<file path="src/rtl/rf_wb_arbiter.sv">
// Round-robin arbiter for the register file's single write port (ALU vs load writeback).
// Define RF_WB_BYPASS_EN to forward the pending write to the two decode read ports.
module rf_wb_arbiter #(
    parameter int DATA_W = 32,
    parameter int ADDR_W = 5,
    parameter int CNT_W  = 16
) (
    input  logic              clk,
    input  logic              rst_n,
    input  logic              alu_valid,
    output logic              alu_ready,
    input  logic [ADDR_W-1:0] alu_addr,
    input  logic [DATA_W-1:0] alu_data,
    input  logic              mem_valid,
    output logic              mem_ready,
    input  logic [ADDR_W-1:0] mem_addr,
    input  logic [DATA_W-1:0] mem_data,
    input  logic              rf_hold,
    output logic              rf_wr_en,
    output logic [ADDR_W-1:0] rf_wr_addr,
    output logic [DATA_W-1:0] rf_wr_data,
    output logic              last_grant,
    output logic [CNT_W-1:0]  conflict_cnt,
    input  logic [ADDR_W-1:0] byp_raddr1,
    input  logic [ADDR_W-1:0] byp_raddr2,
    output logic              byp_hit1,
    output logic              byp_hit2,
    output logic [DATA_W-1:0] byp_data1,
    output logic [DATA_W-1:0] byp_data2
);

    logic              grant_alu;
    logic              grant_mem;
    logic              both_vld;
    logic              xfer;
    logic [ADDR_W-1:0] sel_addr;
    logic [DATA_W-1:0] sel_data;

    function automatic logic [CNT_W-1:0] sat_inc(input logic [CNT_W-1:0] v);
        return (&v) ? v : v + {{(CNT_W-1){1'b0}}, 1'b1};
    endfunction

    // Under contention the source that did not win last time is granted.
    always_comb begin
        both_vld  = alu_valid & mem_valid;
        grant_alu = ~rf_hold & alu_valid & (~mem_valid | last_grant);
        grant_mem = ~rf_hold & mem_valid & (~alu_valid | ~last_grant);
        xfer      = grant_alu | grant_mem;
        sel_addr  = grant_alu ? alu_addr : mem_addr;
        sel_data  = grant_alu ? alu_data : mem_data;
    end

    assign alu_ready = grant_alu;
    assign mem_ready = grant_mem;

    // Write-port register stage: r0 writes are accepted but never strobed.
    always_ff @(posedge clk or negedge rst_n) begin
        if (!rst_n) begin
            rf_wr_en     <= 1'b0;
            rf_wr_addr   <= '0;
            rf_wr_data   <= '0;
            last_grant   <= 1'b1;
            conflict_cnt <= '0;
        end else begin
            rf_wr_en <= xfer && (sel_addr != '0);
            if (xfer) begin
                rf_wr_addr <= sel_addr;
                rf_wr_data <= sel_data;
                last_grant <= grant_mem;
            end
            if (both_vld) begin
                conflict_cnt <= sat_inc(conflict_cnt);
            end
        end
    end

`ifdef RF_WB_BYPASS_EN
    always_comb begin
        byp_hit1  = rf_wr_en && (rf_wr_addr == byp_raddr1) && (byp_raddr1 != '0);
        byp_hit2  = rf_wr_en && (rf_wr_addr == byp_raddr2) && (byp_raddr2 != '0);
        byp_data1 = byp_hit1 ? rf_wr_data : '0;
        byp_data2 = byp_hit2 ? rf_wr_data : '0;
    end
`else
    logic unused_byp;
    assign unused_byp = ^{byp_raddr1, byp_raddr2};
    assign byp_hit1   = 1'b0;
    assign byp_hit2   = 1'b0;
    assign byp_data1  = '0;
    assign byp_data2  = '0;
`endif

endmodule

</file>
<file path="config.mk">
export PLATFORM = sky130hd
export DESIGN_NAME = rf_wb_arbiter
export DESIGN_NICKNAME = d
export VERILOG_FILES = /design/src/rtl/rf_wb_arbiter.sv
export SDC_FILE = /design/constraint.sdc
export NUM_CORES = 1
export LEC_CHECK = 0
export BUFFER_PORTS_ARGS = -buffer_cell sky130_fd_sc_hd__buf_2
export CAP_MARGIN = 15
export CORE_UTILIZATION = 30
export CTS_CLUSTER_DIAMETER = 200
export DETAILED_ROUTE_END_ITERATION = 16
export SYNTH_ARGS = -nofsm -noshare
export SYNTH_HDL_FRONTEND = slang
export SYNTH_SLANG_ARGS = --single-unit
</file>
<file path="constraint.sdc">
create_clock -name clk -period 2.4 [get_ports clk]
set_input_delay 0.24 -clock clk [delete_from_list [all_inputs] [get_ports clk]]
set_output_delay 0.24 -clock clk [all_outputs]
set_load 0.01 [all_outputs]
</file>
=== Word level (Yosys, flattened, before mapping) ===
Cells that the tools add are included.

* Latch bits: 0
* Input port bits: 89
* Memories kept: 0
* RAM bits: 0
* Word-level logic and storage cells: 25
* Memory bits (read-only): 0
* Output and inout port bits: 123
* Register bits after elaboration: 55

* Div/mod/pow operators: 0
* Bitwise operators: 13
* Order comparisons: 0
* Reductions and logical operators: 4
* Eq/ne operators: 0
* Multiplexer cells: 2
* Multipliers: 0
* Add/subtract/negate cells: 1
* Shifts and indexed selects: 0

{| class="wikitable"
|+ Operators by type and width
! cell !! count
|-
| $mux W32 || 1
|-
| $add A16 B1 Y16 const B || 1
|-
| $reduce_and A16 Y1 || 1
|-
| $and A1 B1 Y1 || 5
|-
| $mux W5 || 1
|-
| $not A1 Y1 || 5
|-
| $reduce_bool A5 Y1 || 1
|-
| $or A1 B1 Y1 || 3
|-
| $reduce_and A2 Y1 || 1
|-
| $logic_and A1 B1 Y1 || 1
|}

=== Depth between registers and ports, before layout ===
Gate-level depths: netlist of the first run.

* Depth in word-level cells: 6
* Gate-level depth with buffers: 6
* Mapped depth without buffers: 5

=== Least setup slack after synthesis of the first run ===
No wires, ideal clock.

* Kind: reg2reg
* Start point: register conflict_cnt[0]
* End point: register conflict_cnt[1]
* Path slack: 654 ps
* Data required time: 2275 ps
* Cell stages (with the launch flop): 6
* Data arrival time: 1621 ps
* Clock period less this slack: 1746 ps
* Path buffers: 0
* Setup time: 125 ps
* Cells stage by stage: dfrtp_1 > ha_1 > nand3_1 > nor4_4 > nor2_2 > mux2_4

* Word-level cells in the longest chain between the ends: 3
* Elaborated cells on any way between the ends: 4
* Classes of those cells: 1 x add/sub; 1 x bitwise; 2 x reduce/logical

{| class="wikitable"
|+ RTL lines
! item !! RTL line !! RTL
|-
| start: declaration || 23 || <nowiki>output logic [CNT_W-1:0] conflict_cnt,</nowiki>
|-
| start signal: assignment || 72 || <nowiki>conflict_cnt <= sat_inc(conflict_cnt);</nowiki>
|-
| branches (longest 3 deep; another with $add A16 B1 Y16) || - ||
|}

Parallel ways; which one is timed is not known.
A chain may end at the register's enable or synchronous reset.

=== Worst setup path after layout of the first run ===
* Start point: register last_grant
* End point: output alu_ready

* Word-level cells in the longest chain between the ends: 2

{| class="wikitable"
|+ RTL lines
! item !! RTL line !! RTL
|-
| start: declaration || 22 || <nowiki>output logic last_grant,</nowiki>
|-
| start signal: assignment || 69 || <nowiki>last_grant <= grant_mem;</nowiki>
|-
| $or A1 B1 Y1 || 46 || <nowiki>grant_alu = ~rf_hold & alu_valid & (~mem_valid | last_grant);</nowiki>
|-
| $and A1 B1 Y1 || 46 ||
|-
| end: declaration || 11 || <nowiki>output logic alu_ready,</nowiki>
|}

Every way passes these cells.

==> out/metrics.cfg, run 1 <==
[logic_synthesis]
syn_area_per_cell_sq_um=9.86
ys_seq_area_frac=0.441
ys_top_cells_by_count=buf_4, dfrtp_1, nand2_1, o21ai_0, mux2i_1
synthCells=317
synth_top_cell_by_area=dfrtp_1
netlist_top_cells_area=dfrtp_1, buf_4, mux2i_1
synth_area_sq_mm=0.00313
ys_warn_count=0
synthDistinctLibCells=37
async_reset_ff_frac=1.00
synth_seq_cells=55
yosysTopAreaCellShare=0.432
synth_ff_type=dfrtp_1
synth_edf_count=0
synth_most_common_cell=buf_4

[clock_network]
cts_tree=done
cts_max_level=2
cts_setup_buffers=0
cts_root_buf=clkbuf_8
cts_buffers=5
clk_latency_ns=0.30
cts_sinks=55
clkTransAtPathRegs_ns=0.09
clockBufferDepth=2

[grt]
grt_usage=0.117
grt_pass1_wl_mm=10.4
grt_max_degree=76
antenna_found_initial=0
grt_pass1_vias=2184
grt-ovfl-total=0

[sta]
worstMarginPinSlew_ns=0.664
finClkSkew_ns=0.00618
setup_viol=0
maxSlewViolCount=0
fin_crit_ns=2.06
timing.slew.headroom=0.554
post-route-period-util=0.856
tns_ns=0
finalHoldViolCount=0
fin_ws_ns=0.345
rsz0062_at_grt=no
max_freq_ghz=0.487

[detailed_routing]
routed_wl_mm=6.23
wl_met3_microns=514
num_vias=2422
routed.top_layer=met4
drc=0
viasPerCell=4.16
drt_first_iter_violations=61
wl_met1_mm=2.59
antenna_left=0
wl_met2_mm=3.09
drtPass1Iterations=4
routedWlPerCell_microns=10.7

[worst_setup_path]
crit_required_ns=2.16
reg2reg_from=conflict_cnt[0]$_DFFE_PN0P_
start_kind=register
crit_type=register to output port
crit_start=last_grant$_DFFE_PN1P_
cp-end-kind=output port
worstPathMaxFanout=40
worstPathArrival_ns=1.82

[power_and_ir_drop]
power_frac_comb=0.261
seq_power_share=0.489
total_power_mw=2.51
p_leak_nw=2.20
p_per_area_mw_per_mm2=653
power.internal_mw=1.71
peakVddDrop_v=0.000275
clkPwrFrac=0.250
p_sw_frac=0.320
switchingPower_mw=0.801

[worst_hold_path]
hp-class=primary input to register
min-delay-start=alu_data[26]

[placement]
io_buffers=135
gp_congestion=0.764
place_ws_ns=0.517
place_hpwl_mm=4.79

[floorplanning]
die_h_microns=104
std_cell_rows=36
core-area_sq_mm=0.00995
num_io_pins=212
start_util=0.314
die_w_microns=104
die-area_sq_mm=0.0108

[final_layout]
diodes=0
area_growth_pct=22.6
drive_gt1_frac=0.352
fin_nets=538
fin_util=0.385

[status]
status=finished clean

[run]
drv_cap=0

## sequential cells by signal, indices dropped and copies added, names as in the netlist
| signal | flops |
|---|---|
| last_grant | 1 |
| rf_wr_addr | 5 |
| rf_wr_data | 32 |
| rf_wr_en | 1 |
| conflict_cnt | 16 |
## through the flow
step	hold WS, ns	instances	area (sq um)
global placement	0.262	573	3710
detailed placement	0.262	573	3710
floorplan	-0.0556	382	3370
finish	0.217	582	3830
global route	0.218	582	3830
CTS	0.205	582	3830
## cell families after synthesis
kind of cell / share of synthesized area
AOI/OAI and AO/OA: 0.0720
xor gates and xnor gates: 0.0392
adders and majority gates: 0.00400
buffers and inverters: 0.183
DFF: 0.441
muxes: 0.127
other: 0.00120
and+or+nand+nor: 0.133
## final timing paths
kind                       depth (start not counted)  slack (ns)                          end
setup / recovery                                   5        0.34                    alu_ready
hold / removal                                     3        0.22   rf_wr_data[26]$_DFFE_PN0P_
setup reg to reg                                   5        0.48  conflict_cnt[1]$_DFFE_PN0P_
hold reg to reg                                    2        0.48    rf_wr_data[7]$_DFFE_PN0P_
max in group asynchronous                          3        1.67       last_grant$_DFFE_PN1P_
min in group asynchronous                          3        0.45  conflict_cnt[7]$_DFFE_PN0P_
## cells in the final DEF (no fill, tap or decap), types with 2 or more instances in the layout
cell type | Yosys | routed
nand3_1 | 3 | 3
o21ai_0 | 39 | 39
buf_4 | 66 | 2
nor2_1 | 5 | 5
nand2_1 | 44 | 44
xnor2_1 | 2 | 2
inv_1 | 5 | 5
nand4_1 | 3 | 3
mux2i_1 | 37 | 37
buf_2 | 4 | 135
nor4_1 | 3 | 3
xor2_1 | 12 | 12
clkbuf_8 | 0 | 6
dfrtp_1 | 54 | 54
nor3_1 | 8 | 8
conb_1 | 1 | 66
## layout make-up
cell class	count	area [sq um]
Fill cell	1031	6120
Multi-Input combinational cell	242	1430
Sequential cell	55	1380
Timing Repair Buffer	139	721
Tap cell	133	166
Clock buffer	6	82.6
Clock inverter	2	35.0
Inverter	5	18.8
## critical path, stage by stage (launching register included)
cell and delay, ns:
dfstp_2 0.57, inv_1 0.05, a211o_2 0.31, buf_4 0.30, inv_1 0.11, buf_2 0.13
## metal layers
metal | vias to the layer above | track usage
li1 | 1193 | -
met1 | 1095 | 0.148
met2 | 130 | 0.200
met3 | 4 | 0.0269
met4 | 0 | 0.0306
met5 | - | 0
## power by group through the flow
stage / clock network (mW) / logic, mW / registers (mW)
floorplan: 0 / 0.370 / 1.30
finish: 0.627 / 0.654 / 1.22
global route: 0.702 / 0.734 / 1.25
detailed placement: 0 / 0.666 / 1.24
CTS: 0.661 / 0.667 / 1.23
global placement: 0 / 0.657 / 1.24
## repair_timing
item	CTS	global route
gates resized for setup	0	0
hold endpoints to repair	54	0
hold buffers	1	0
Power figures use the tool's default switching activity.
==> inputs of run 2 (changes only) <==
- CELL_PAD_IN_SITES_DETAIL_PLACEMENT: not set -> 1
- CELL_PAD_IN_SITES_GLOBAL_PLACEMENT: not set -> 2
- CORE_UTILIZATION: 30 -> 20
- PLACE_DENSITY_LB_ADDON: not set -> 0.1
- clock period: 2.4 -> 1.8 ns (I/O delays scaled with it)
==> run 2 against run 1 <==
Global-route usage shrank 0.29 points. Setup slack worse by 0.28 ns. Cell count rose by 12%. Clock-buffer cell count unchanged. Non-clock buffer count rose by 12. Combinational power up 54%. Sequential power grew 33%. Critical path depth down 1. Wire length is 41% higher.
==> out/metrics.cfg, run 2 (synthesis gave the netlist of run 1 again) <==
[status]
status=finished clean

[worst_setup_path]
r2r_cells=5
reg2reg_from=last_grant$_DFFE_PN1P_
worstPathArrival_ns=1.56
worstPathMaxFanout=5
rr_endpoint=rf_wr_data[17]$_DFFE_PN0P_
cp-end-kind=output port
crit_type=register to output port
regToRegSetupSlack_ns=0.12
crit_required_ns=1.62
start_kind=register

[clock_network]
cts_max_level=2
clk_latency_ns=0.30
cts_buffers=5
cts_setup_buffers=0
cts_sinks=55
clockBufferDepth=2
clkTransAtPathRegs_ns=0.07
cts_root_buf=clkbuf_16
cts_tree=done

[sta]
finClkSkew_ns=0.00367
max_freq_ghz=0.575
fin_ws_ns=0.0606
finalHoldViolCount=0
tns_ns=0
whs_ns=0.162
setup_viol=0
post-route-period-util=0.966
rsz0062_at_grt=no
fin_crit_ns=1.74
maxSlewViolCount=0

[floorplanning]
die_h_microns=127
die-area_sq_mm=0.0161
num_io_pins=212
start_util=0.206
std_cell_rows=45
core-area_sq_mm=0.0152
die_w_microns=127

[detailed_routing]
antenna_left=0
drc=0
drtPass1Iterations=3
routed_wl_mm=8.80
routedWlPerCell_microns=13.5
drt_first_iter_violations=40
num_vias=2501
viasPerCell=3.85

[final_layout]
layout.cells.non_filler=650
fin_area_sq_mm=0.00409
top_register=rf_wr_data
area_growth_pct=30.9
largest_reg_flops=32
final_common_cell=buf_2
fin_util=0.269
fin_nets=550
drive_gt1_frac=0.371
top_regs=rf_wr_data: 32 flops, conflict_cnt: 16 flops, rf_wr_addr: 5 flops
final_cell_mix=buf_2, conb_1, dfrtp_1

[grt]
grt_max_degree=76
grt_pass1_vias=2554
grt_usage=0.114
antenna_found_initial=1
grt-ovfl-total=0
grt_pass1_wl_mm=14.0

[worst_hold_path]
hold_path_depth=3
holdPathEnd=rf_wr_data[23]$_DFFE_PN0P_
min-delay-start=alu_data[23]
hp-class=primary input to register

[placement]
io_buffers=135
place_hpwl_mm=6.78
place_ws_ns=0.0335
placed_area_sq_mm=0.00390
gp_congestion=0.741
dp.cells=640

[power_and_ir_drop]
p_per_area_mw_per_mm2=929
p_leak_nw=2.31
total_power_mw=3.80
peakVddDrop_v=0.000346

[run]
drv_cap=0

run 2: cell types whose count changed in the layout (fill, tap and decap cells not counted):
cell       before  now
or2_4           0    1
or2_0           1    0
buf_12          1    4
buf_4           2   11
clkbuf_8        6    1
diode_2         0    1
clkbuf_16       0    5
run 2: repair_timing:
item | CTS | global route
setup endpoints to repair | 0 | 2
gates resized for setup | 0 | 2
hold buffers | 1 | 0
hold endpoints to repair | 13 | 0
run 2: area by class of cell:
cell class	count	area, sq um
diodes	1	2.50
clock buffers	6	139
clock inverters	2	35.0
fillers	1865	11100
inverters	5	18.8
multi-input cells	242	1440
flip-flops and latches	55	1380
well taps	188	235
repair buffers	151	848
run 2: worst max path at each step:
| stage | slack, ns | startpoint | end |
|---|---|---|---|
| after floorplan | 0.05 | conflict_cnt[0]$_DFFE_PN0P_ | conflict_cnt[1]$_DFFE_PN0P_ |
| after global placement | 0.07 | conflict_cnt[0]$_DFFE_PN0P_ | conflict_cnt[12]$_DFFE_PN0P_ |
| after detailed placement | 0.03 | conflict_cnt[1]$_DFFE_PN0P_ | conflict_cnt[12]$_DFFE_PN0P_ |
| after CTS | 0.02 | conflict_cnt[1]$_DFFE_PN0P_ | conflict_cnt[12]$_DFFE_PN0P_ |
| after global routing | 0.005 | conflict_cnt[4]$_DFFE_PN0P_ | conflict_cnt[9]$_DFFE_PN0P_ |
| final | 0.06 | last_grant$_DFFE_PN1P_ | alu_ready |
run 2: where the power goes:
group	internal, mW	switching (mW)	total [mW]
registers	1.44	0.178	1.62
clock network	0.694	0.481	1.17
logic	0.446	0.562	1.01
run 2: critical path: stages, from the launching register on:
cell	delay, ns
dfstp_2	0.56
inv_1	0.04
a211o_2	0.45
inv_1	0.08
buf_2	0.12
run 2: layer usage:
| metal | vias up | share of wire | GRT usage |
|---|---|---|---|
| li1 | 1223 | - | - |
| met1 | 1164 | 0.41 | 0.133 |
| met2 | 106 | 0.47 | 0.181 |
| met3 | 8 | 0.11 | 0.0544 |
| met4 | 0 | 0.014 | 0.0441 |
| met5 | - | 0 | 0 |
